## src/rtl/rf_pkg.sv

```systemverilog
// rf_pkg: shared register-file constants and the write-back controller state type.
//   RF_DATA_W   register width
//   RF_ADDR_W   register address width
//   RF_NUM_REGS registers in the file
package rf_pkg;
    localparam int RF_DATA_W   = 16;
    localparam int RF_ADDR_W   = 4;
    localparam int RF_NUM_REGS = 16;
    typedef enum logic {RUN, CLEAR} wb_state_t;
endpackage

```

## src/rtl/rf_wb_arbiter_if.sv

```systemverilog
// rf_wb_arbiter_if: write-back requester bus, clear control and register-file write port.
//   master: requesters / software side (drives req_*, clr_start)
//   slave : rf_wb_arbiter (drives req_ready, clr_busy, clr_done, rf_wr_*)
interface rf_wb_arbiter_if
    import rf_pkg::*;
#(
    parameter int NUM_REQ = 2,
    parameter int DATA_W  = RF_DATA_W,
    parameter int ADDR_W  = RF_ADDR_W
);
    logic [NUM_REQ-1:0]        req_valid;
    logic [NUM_REQ*ADDR_W-1:0] req_addr;
    logic [NUM_REQ*DATA_W-1:0] req_data;
    logic [NUM_REQ-1:0]        req_ready;
    logic                      clr_start;
    logic                      clr_busy;
    logic                      clr_done;
    logic                      rf_wr_en;
    logic [ADDR_W-1:0]         rf_wr_addr;
    logic [DATA_W-1:0]         rf_wr_data;
    modport master (
        output req_valid, req_addr, req_data, clr_start,
        input  req_ready, clr_busy, clr_done, rf_wr_en, rf_wr_addr, rf_wr_data
    );
    modport slave (
        input  req_valid, req_addr, req_data, clr_start,
        output req_ready, clr_busy, clr_done, rf_wr_en, rf_wr_addr, rf_wr_data
    );
endinterface

```

## src/rtl/rf_wb_arbiter_rr_arbiter.sv

```systemverilog
// rr_arbiter: combinational round-robin picker.
//   req : request vector
//   ptr : highest-priority index; search runs upward from here with wrap
//   gnt : one-hot grant, or zero when nothing requests
module rr_arbiter #(
    parameter int N  = 2,
    parameter int PW = (N > 1) ? $clog2(N) : 1
) (
    input  logic [N-1:0]  req,
    input  logic [PW-1:0] ptr,
    output logic [N-1:0]  gnt
);
    // Walk offsets from farthest to nearest so the nearest request overwrites the rest.
    always_comb begin
        gnt = '0;
        for (int k = N - 1; k >= 0; k--)
            if (req[(int'(ptr) + k) % N]) begin
                gnt = '0;
                gnt[(int'(ptr) + k) % N] = 1'b1;
            end
    end
endmodule

```

## src/rtl/rf_wb_arbiter.sv

```systemverilog
// rf_wb_arbiter: shares the register file write port between write-back requesters and runs a zeroing sweep.
//   clk, rst : clock, asynchronous active-high reset
//   bus      : requester valid/ready/addr/data, clr_start/busy/done, registered rf_wr_* outputs
module rf_wb_arbiter
    import rf_pkg::*;
#(
    parameter int NUM_REQ  = 2,
    parameter int DATA_W   = RF_DATA_W,
    parameter int ADDR_W   = RF_ADDR_W,
    parameter int NUM_REGS = RF_NUM_REGS,
    parameter bit ZERO_R0  = 1'b0
) (
    input logic clk,
    input logic rst,
    rf_wb_arbiter_if.slave bus
);
    localparam int PW = $clog2(NUM_REQ);
    wb_state_t         state;
    logic [PW-1:0]     rr_ptr, g;
    logic [ADDR_W:0]   clr_cnt;
    logic [NUM_REQ-1:0] gnt;
    logic [ADDR_W-1:0] sel_addr, wr_addr;
    logic [DATA_W-1:0] sel_data, wr_data;
    logic              xfer, wr_en, busy, done;
    rr_arbiter #(.N(NUM_REQ), .PW(PW)) u_rr (.req(bus.req_valid), .ptr(rr_ptr), .gnt(gnt));
    // clr_start wins over any request in the same cycle, so the grant is masked by it.
    assign bus.req_ready = (state == RUN && !bus.clr_start && !rst) ? gnt : '0;
    assign xfer = |bus.req_ready;
    always_comb begin
        g = '0;
        for (int i = 0; i < NUM_REQ; i++)
            if (gnt[i]) g = PW'(i);
    end
    assign sel_addr = bus.req_addr[g*ADDR_W +: ADDR_W];
    assign sel_data = bus.req_data[g*DATA_W +: DATA_W];
    always_ff @(posedge clk or posedge rst) begin
        if (rst) begin
            state   <= RUN;
            rr_ptr  <= '0;
            clr_cnt <= '0;
            wr_en   <= 1'b0;
            wr_addr <= '0;
            wr_data <= '0;
            busy    <= 1'b0;
            done    <= 1'b0;
        end else begin
            done <= 1'b0;
            if (state == CLEAR) begin
                // clr_cnt holds the next address to write; reaching NUM_REGS ends the sweep.
                if (clr_cnt == (ADDR_W+1)'(NUM_REGS)) begin
                    state <= RUN;
                    busy  <= 1'b0;
                    done  <= 1'b1;
                    wr_en <= 1'b0;
                end else begin
                    wr_en   <= 1'b1;
                    wr_addr <= clr_cnt[ADDR_W-1:0];
                    clr_cnt <= clr_cnt + 1'b1;
                end
            end else if (bus.clr_start) begin
                state   <= CLEAR;
                busy    <= 1'b1;
                wr_en   <= 1'b1;
                wr_addr <= '0;
                wr_data <= '0;
                clr_cnt <= (ADDR_W+1)'(1);
            end else if (xfer) begin
                wr_en   <= !(ZERO_R0 && sel_addr == '0);
                wr_addr <= sel_addr;
                wr_data <= sel_data;
                rr_ptr  <= (g == PW'(NUM_REQ - 1)) ? '0 : g + 1'b1;
            end else begin
                wr_en <= 1'b0;
            end
        end
    end
    assign bus.rf_wr_en   = wr_en;
    assign bus.rf_wr_addr = wr_addr;
    assign bus.rf_wr_data = wr_data;
    assign bus.clr_busy   = busy;
    assign bus.clr_done   = done;
endmodule

```

## src/flat_wrapper.sv

```systemverilog
// flat-port wrapper written by rule: the top's interface ports become plain ports
module rf_wb_arbiter_flat import rf_pkg::*;
#(
    parameter int NUM_REQ  = 2,
    parameter int DATA_W   = RF_DATA_W,
    parameter int ADDR_W   = RF_ADDR_W,
    parameter int NUM_REGS = RF_NUM_REGS,
    parameter bit ZERO_R0  = 1'b0
)
  (clk, rst, bus_req_valid, bus_req_addr, bus_req_data, bus_clr_start, bus_req_ready, bus_clr_busy, bus_clr_done, bus_rf_wr_en, bus_rf_wr_addr, bus_rf_wr_data);
  rf_wb_arbiter_if #(.NUM_REQ(NUM_REQ), .DATA_W(DATA_W), .ADDR_W(ADDR_W)) bus_i ();
  input logic clk;
  input logic rst;
  input wire logic [$bits(bus_i.req_valid)-1:0] bus_req_valid;
  input wire logic [$bits(bus_i.req_addr)-1:0] bus_req_addr;
  input wire logic [$bits(bus_i.req_data)-1:0] bus_req_data;
  input wire logic [$bits(bus_i.clr_start)-1:0] bus_clr_start;
  output wire logic [$bits(bus_i.req_ready)-1:0] bus_req_ready;
  output wire logic [$bits(bus_i.clr_busy)-1:0] bus_clr_busy;
  output wire logic [$bits(bus_i.clr_done)-1:0] bus_clr_done;
  output wire logic [$bits(bus_i.rf_wr_en)-1:0] bus_rf_wr_en;
  output wire logic [$bits(bus_i.rf_wr_addr)-1:0] bus_rf_wr_addr;
  output wire logic [$bits(bus_i.rf_wr_data)-1:0] bus_rf_wr_data;
  assign bus_i.req_valid = bus_req_valid;
  assign bus_i.req_addr = bus_req_addr;
  assign bus_i.req_data = bus_req_data;
  assign bus_i.clr_start = bus_clr_start;
  assign bus_req_ready = bus_i.req_ready;
  assign bus_clr_busy = bus_i.clr_busy;
  assign bus_clr_done = bus_i.clr_done;
  assign bus_rf_wr_en = bus_i.rf_wr_en;
  assign bus_rf_wr_addr = bus_i.rf_wr_addr;
  assign bus_rf_wr_data = bus_i.rf_wr_data;
  rf_wb_arbiter #(.NUM_REQ(NUM_REQ), .DATA_W(DATA_W), .ADDR_W(ADDR_W), .NUM_REGS(NUM_REGS), .ZERO_R0(ZERO_R0)) u_core (.clk(clk), .rst(rst), .bus(bus_i));
endmodule
```

## config.mk

```make
export PLATFORM = sky130hd
export DESIGN_NAME = rf_wb_arbiter_flat
export DESIGN_NICKNAME = d
export VERILOG_FILES = /design/src/rtl/rf_pkg.sv /design/src/rtl/rf_wb_arbiter_if.sv /design/src/rtl/rf_wb_arbiter_rr_arbiter.sv /design/src/rtl/rf_wb_arbiter.sv /design/src/flat_wrapper.sv
export SDC_FILE = /design/constraint.sdc
export NUM_CORES = 1
export LEC_CHECK = 0
export ABC_AREA = 0
export BUFFER_PORTS_ARGS = -buffer_cell sky130_fd_sc_hd__buf_2
export CAP_MARGIN = 20
export CORE_UTILIZATION = 40
export DETAILED_ROUTE_END_ITERATION = 16
export GPL_ROUTABILITY_DRIVEN = 0
export GPL_TIMING_DRIVEN = 0
export MAX_ROUTING_LAYER = met4
export PLACE_DENSITY = 0.71
export RECOVER_POWER = 25
export SETUP_SLACK_MARGIN = 0.2
export SLEW_MARGIN = 20
export SYNTH_ARGS = -nofsm -noshare
export SYNTH_HDL_FRONTEND = slang
export SYNTH_HIERARCHICAL = 1
export SYNTH_SLANG_ARGS = --single-unit
```

## constraint.sdc

```tcl
create_clock -name clk -period 4.23 [get_ports clk]
set_input_delay 0.423 -clock clk [delete_from_list [all_inputs] [get_ports clk]]
set_output_delay 0.423 -clock clk [all_outputs]
set_load 0.05 [all_outputs]
```

# Word level (Yosys, flattened, before mapping)
# Cells that the tools add are included.
totals:
  regBits: 30
  word_cells: 72
  out_inout_bits: 25
  inputBits: 45
op_classes:
  muxes: 34
  n_lt_le_gt_ge: 4
  n_reduce_logical: 15
  shift: 2
  add_sub_neg: 3
  bitwise: 3
  eq_ne: 3
ops:
  columns: ["op", "count"]
  rows:
  - ["two-way mux 16 bit", 2]
  - ["variable part select 32 x 6 -> 16 bit", 1]
  - ["two-way mux 1 bit", 20]
  - ["two-way mux 4 bit", 4]
  - ["two-way mux 5 bit", 3]
  - ["AND reduction 2 bit", 4]
  - ["variable part select 8 x 4 -> 4 bit", 1]
  - ["two-way mux 2 bit", 3]
  - ["adder 5 x 1 -> 5 bit (second input constant)", 1]
  - ["== test 5 bit (second input constant)", 1]
  - ["logical AND 1 bit", 4]
  - ["!= test 2 bit (second input constant)", 2]
  - ["nonzero test 2 bit", 2]
  - ["< comparator 2 x 3 -> 1 bit (second input constant)", 1]
  - ["AND reduction 3 bit", 1]
  - ["nonzero test 3 bit", 1]
  - ["adder 1 bit (second input constant)", 2]
  - ["demux 1 bit (select 1 bit)", 2]
  - [">= comparator 2 x 1 -> 1 bit (second input constant)", 1]
  - ["zero test 1 bit", 2]
  - ["< comparator 1 x 2 -> 1 bit (second input constant)", 1]
  - ["NOT 1 bit", 2]
  - ["OR reduction 2 bit", 1]
  - ["bitwise AND 1 bit (first input constant)", 1]
  - [">= comparator 1 bit (second input constant)", 1]

# Logic depth before layout (Yosys ltp)
depth:
  word_depth: 13
  depth_mapped: 7
  mapped_depth_nobuf: 5

# By module
# The synthesis kept the hierarchy.
by_module_without_submodules:
  columns: ["mod", "area_per_inst_um2", "seq_area_each_um2", "cells_each", "instances"]
  rows:
  - ["rf_wb_arbiter", 1460.2, 750.7, 127, 1]
  - ["rr_arbiter", 18.8, 0.0, 3, 1]

# Worst setup path before layout
# OpenSTA, ideal clock, no wires.
synth_timing:
  path_type: "input-to-output"
  from: "input port bus_req_valid[1]"
  to: "output port bus_req_ready[1]"
  slack_ps: 2453
  cell_stages: 4
  arrival_time_ps: 1354
  t_required_ps: 3807
  n_path_buf: 2
  path_cell_list: "a21boi_1 > buf_6 > nor4b_4 > buf_6"
synth_between:
  elab_chain_cells: 6
  word_cells_on_any_way: 8
  cone_classes: "mux: 8"
synth_lines:
  columns: ["element", "line_no", "rtl"]
  rows:
  - ["start: declaration", "flat_wrapper.sv:14", "input wire logic [$bits(bus_i.req_valid)-1:0] bus_req_valid;"]
  - ["two-way mux 1 bit (implied by the code) (3 in a row)", "rf_wb_arbiter_rr_arbiter.sv:17", "if (req[(int'(ptr) + k) % N]) begin"]
  - ["two-way mux 2 bit", "rf_wb_arbiter_rr_arbiter.sv:17", null]
  - ["two-way mux 2 bit *", "rf_wb_arbiter_rr_arbiter.sv:17", null]
  - ["two-way mux 2 bit *", "rf_wb_arbiter.sv:27", "assign bus.req_ready = (state == RUN && !bus.clr_start && !rst) ? gnt : '0;"]
  - ["end: declaration", "flat_wrapper.sv:18", "output wire logic [$bits(bus_i.req_ready)-1:0] bus_req_ready;"]
# Mark *: on every way between the ends. The rest lies on a longest branch, timed or not. The select of a mux whose other input is x is not followed.

# Final worst setup path
layout_timing:
  from: "register u_core.rr_ptr"
  to: "output port bus_req_ready[1]"
layout_between:
  elab_chain_cells: 9
  word_cells_on_any_way: 20
  cone_classes: "add/sub: 1; order compare: 4; mux: 12; bitwise: 1; reduce/logical: 2"
layout_lines:
  columns: ["element", "line_no", "rtl"]
  rows:
  - ["start: declaration", "rf_wb_arbiter.sv:19", "logic [PW-1:0] rr_ptr, g;"]
  - ["start signal: assignment", "rf_wb_arbiter.sv:71", "rr_ptr <= (g == PW'(NUM_REQ - 1)) ? '0 : g + 1'b1;"]
  - ["adder 1 bit", "rf_wb_arbiter_rr_arbiter.sv:17, rf_wb_arbiter_rr_arbiter.sv:19", null]
  - ["bitwise AND 1 bit (no source line)", null, null]
  - ["< comparator 2 x 3 -> 1 bit (implied by the code) or >= comparator 2 x 1 -> 1 bit (tied branches)", "rf_wb_arbiter_rr_arbiter.sv:19", "gnt[(int'(ptr) + k) % N] = 1'b1;"]
  - ["logical AND 1 bit (implied by the code)", "rf_wb_arbiter_rr_arbiter.sv:19", null]
  - ["two-way mux 1 bit (implied by the code)", "rf_wb_arbiter_rr_arbiter.sv:19", null]
  - ["demux 1 bit (select 1 bit)", "rf_wb_arbiter_rr_arbiter.sv:19", null]
  - ["two-way mux 2 bit", "rf_wb_arbiter_rr_arbiter.sv:17", null]
  - ["two-way mux 2 bit *", "rf_wb_arbiter_rr_arbiter.sv:17", null]
  - ["named net u_core.gnt[1]", "rf_wb_arbiter.sv:21", "logic [NUM_REQ-1:0] gnt;"]
  - ["two-way mux 2 bit *", "rf_wb_arbiter.sv:27", null]
# The timed path passes the listed nets; every way through them passes the cells marked *. The select of a mux whose other input is x is not followed.

==> reports/metrics.csv <==
metric,value,unit
status,completed,
syn_area,0.00148,sq mm
num_rows,21,
busiest_layer,met2,
cp.arrival,2.01,ns
startpoint_type,flop,
max_stage_delay,0.49,ns
peakVddDrop,0.442,mV
drtIter0Drc,27,
vias,1325,
hp-class,in2async,
grt_setup_unrepaired,no,
synth_edf_count,0,
relSlewSlack,54.0,%
globalRouteMet1Util,23.5,%
clock_sinks,30,
reg2regPathDepth,7,
final_max_slew_viol_count,0,
synth-seq-area-share,50.8,%
cts_tree,yes,
io_buffers,69,
crit_fanout,10,
gr-usage-met3,5.84,%
post_cts_resized,0,
initial_utilization,43.0,%
dieArea,0.00394,sq mm
htree_num_levels,2,
root_buffer,clkbuf_8,
p_per_area,741,mW/mm^2
area_delta_synth_final,33.6,%
grt_pass1_vias,1259,
firstDrtPassIters,4,
timing.rr.start,u_core/rr_ptr,
synth.top_cell.area_share,50.8,%
cts_made_buffers,5,
rrSetupSlack,2.41,ns
drive_gt1_share,42.8,%
grt_util_met2,28.3,%
grt_usage,18.8,%
wirelength,3290,um
clkTransAtPathRegs,0.06,ns
timing.rr.end,u_core/bus.rf_wr_data[3],
slowest_stage,nor4b_4,
drc_errors,0,
grt_pass1_wl,5560,um
maxCapViolations,0,
critical_path_buf_inv_count,4,
coreArea,0.00344,sq mm
die_y,62.8,um
syn_avg_cell_area,11.4,sq um
yosys-top-cells-area,"dfrtp_1 (51%), o2bb2ai_1 (9.5%), o22ai_1 (7.2%), mux2_2 (3.8%), mux2i_1 (2.7%)",
critPathTopFamily,buffers and inverters,
crit_path_end_kind,output port,
ctsHoldBuffers,0,
syn-num-nets,177,
worst_pin_slew,0.690,ns
ioPinCount,70,
synth_area_leader_cell,dfrtp_1,
place_inst,246,
max_freq,411,MHz
dp_hpwl,2580,um
power_leakage,0.990,nW
yosysWarnings,6,
synthFlopType,dfrtp_1,
ys_top_cells_by_count,"dfrtp_1 (30), o22ai_1 (17), o2bb2ai_1 (16)",
power,1.46,mW
netlist_instances,130,
async_reset_ff_share,100,%
yosysUniqueCellTypes,31,
hold_ws,0.329,ns
fin_tns_setup,0,ns
final_cells,254,
cp_cell_sequence,"inv_1, a21boi_1, buf_6, nor4b_4, buf_6, buf_2",
path_class,reg2out,
critPathRequiredTime,3.81,ns
wl_per_cell,12.9,um
finalNetCount,254,
final.period_utilization,57.5,%
clk_latency,0.28,ns
cts_buffer_depth,2,
cts_setup_buffers,0,
die_width,62.8,um
fin_worst_skew,0.00347,ns
overflow,0,
synth.most_common_cell,dfrtp_1,
grt_max_degree,20,
setup_viol,0,
antenna_found_initial,0,
ys_ff_latch,30,
crit_top_cell,buf_6,
timing.final.crit_period,2.43,ns
n_antenna_cell,0,
final_antenna_net_count,0,
vias_per_cell,5.22,
hold_viol_final,0,
[per-stage QoR]
stage	instance area (sq um)	worst slack, ns	utilization, %
2_1_floorplan	1480	2.45	-
3_3_place_gp	1880	2.00	54.7
3_5_place_dp	1900	1.96	55.1
4_1_cts	1990	1.78	57.8
5_1_grt	1980	1.69	57.4
6_report	1980	1.80	57.4
[per-layer routing]
| metal | up-vias | part of all wire [%] |
|---|---|---|
| li1 | 644 | - |
| met1 | 612 | 46 |
| met2 | 64 | 44 |
| met3 | 5 | 8.1 |
| met4 | 0 | 1.6 |
| met5 | - | 0 |
[cells by family (layout without fill, tap and decap cells)]
kind of cell	count (synthesis)	in the layout	synth area share [%]
buf+inv	15	93	5.41
xor+xnor	2	2	1.18
flops	30	30	50.8
mux	9	9	6.51
fa+ha+maj	2	2	1.69
simple gates	26	26	11.0
compound gates	46	46	23.4
[cell usage in the layout (no fill, tap or decap), drive strengths merged]
cell     synthesis  routed
buf              4      72
dfrtp           30      30
o22ai           17      17
o2bb2ai         16      16
clkbuf           3      12
inv              8       8
nand2            8       8
o21ai            5       5
mux2             5       5
nand3            4       4
mux2i            4       4
nor2             3       3
a21oi            3       3
xnor2            2       2
a21o             2       2
ha               2       2
a21boi           2       2
or2              2       2
clkinv           0       1
nor2b            1       1
nor4b            1       1
nor3             1       1
nor4bb           1       1
nand4bb          1       1
nand4b           1       1
nand3b           1       1
nor3b            1       1
a221oi           1       1
and2             1       1
[power by group]
group          total (mW)  leakage [nW]  switching (mW)  internal (mW)
Clock               0.230        0.0482          0.0995          0.131
Combinational       0.752         0.558           0.502          0.250
Sequential          0.482         0.384          0.0769          0.405
[registers in the layout (all words and copies together) (netlist names)]
name,flops
u_core/state,1
u_core/bus.clr_done,1
u_core/bus.rf_wr_addr,4
u_core/bus.clr_busy,1
u_core/rr_ptr,1
u_core/bus.rf_wr_en,1
u_core/bus.rf_wr_data,16
u_core/clr_cnt,5
[worst max-delay path by stage]
stage	from	end	slack, ns	cells after the start
final	u_core/rr_ptr	bus_req_ready[1]	1.80	6
after global routing	u_core/rr_ptr	bus_req_ready[1]	1.69	6
after CTS	u_core/rr_ptr	bus_req_ready[1]	1.78	6
after detailed placement	bus_req_valid[0]	bus_req_ready[1]	1.96	6
after global placement	bus_req_valid[0]	bus_req_ready[1]	2.00	6
after floorplan	bus_req_valid[1]	bus_req_ready[1]	2.45	4
[area by class of cell]
type | count | area [sq um]
timing repair buffer | 70 | 348
tap | 46 | 57.6
sequential | 30 | 751
fill | 317 | 1470
clock buffer | 7 | 86.3
inverter | 8 | 30.0
multi-input combinational | 85 | 648
buffer | 7 | 50.0
clock inverter | 1 | 5.00
(Power assumes the default switching activity.)
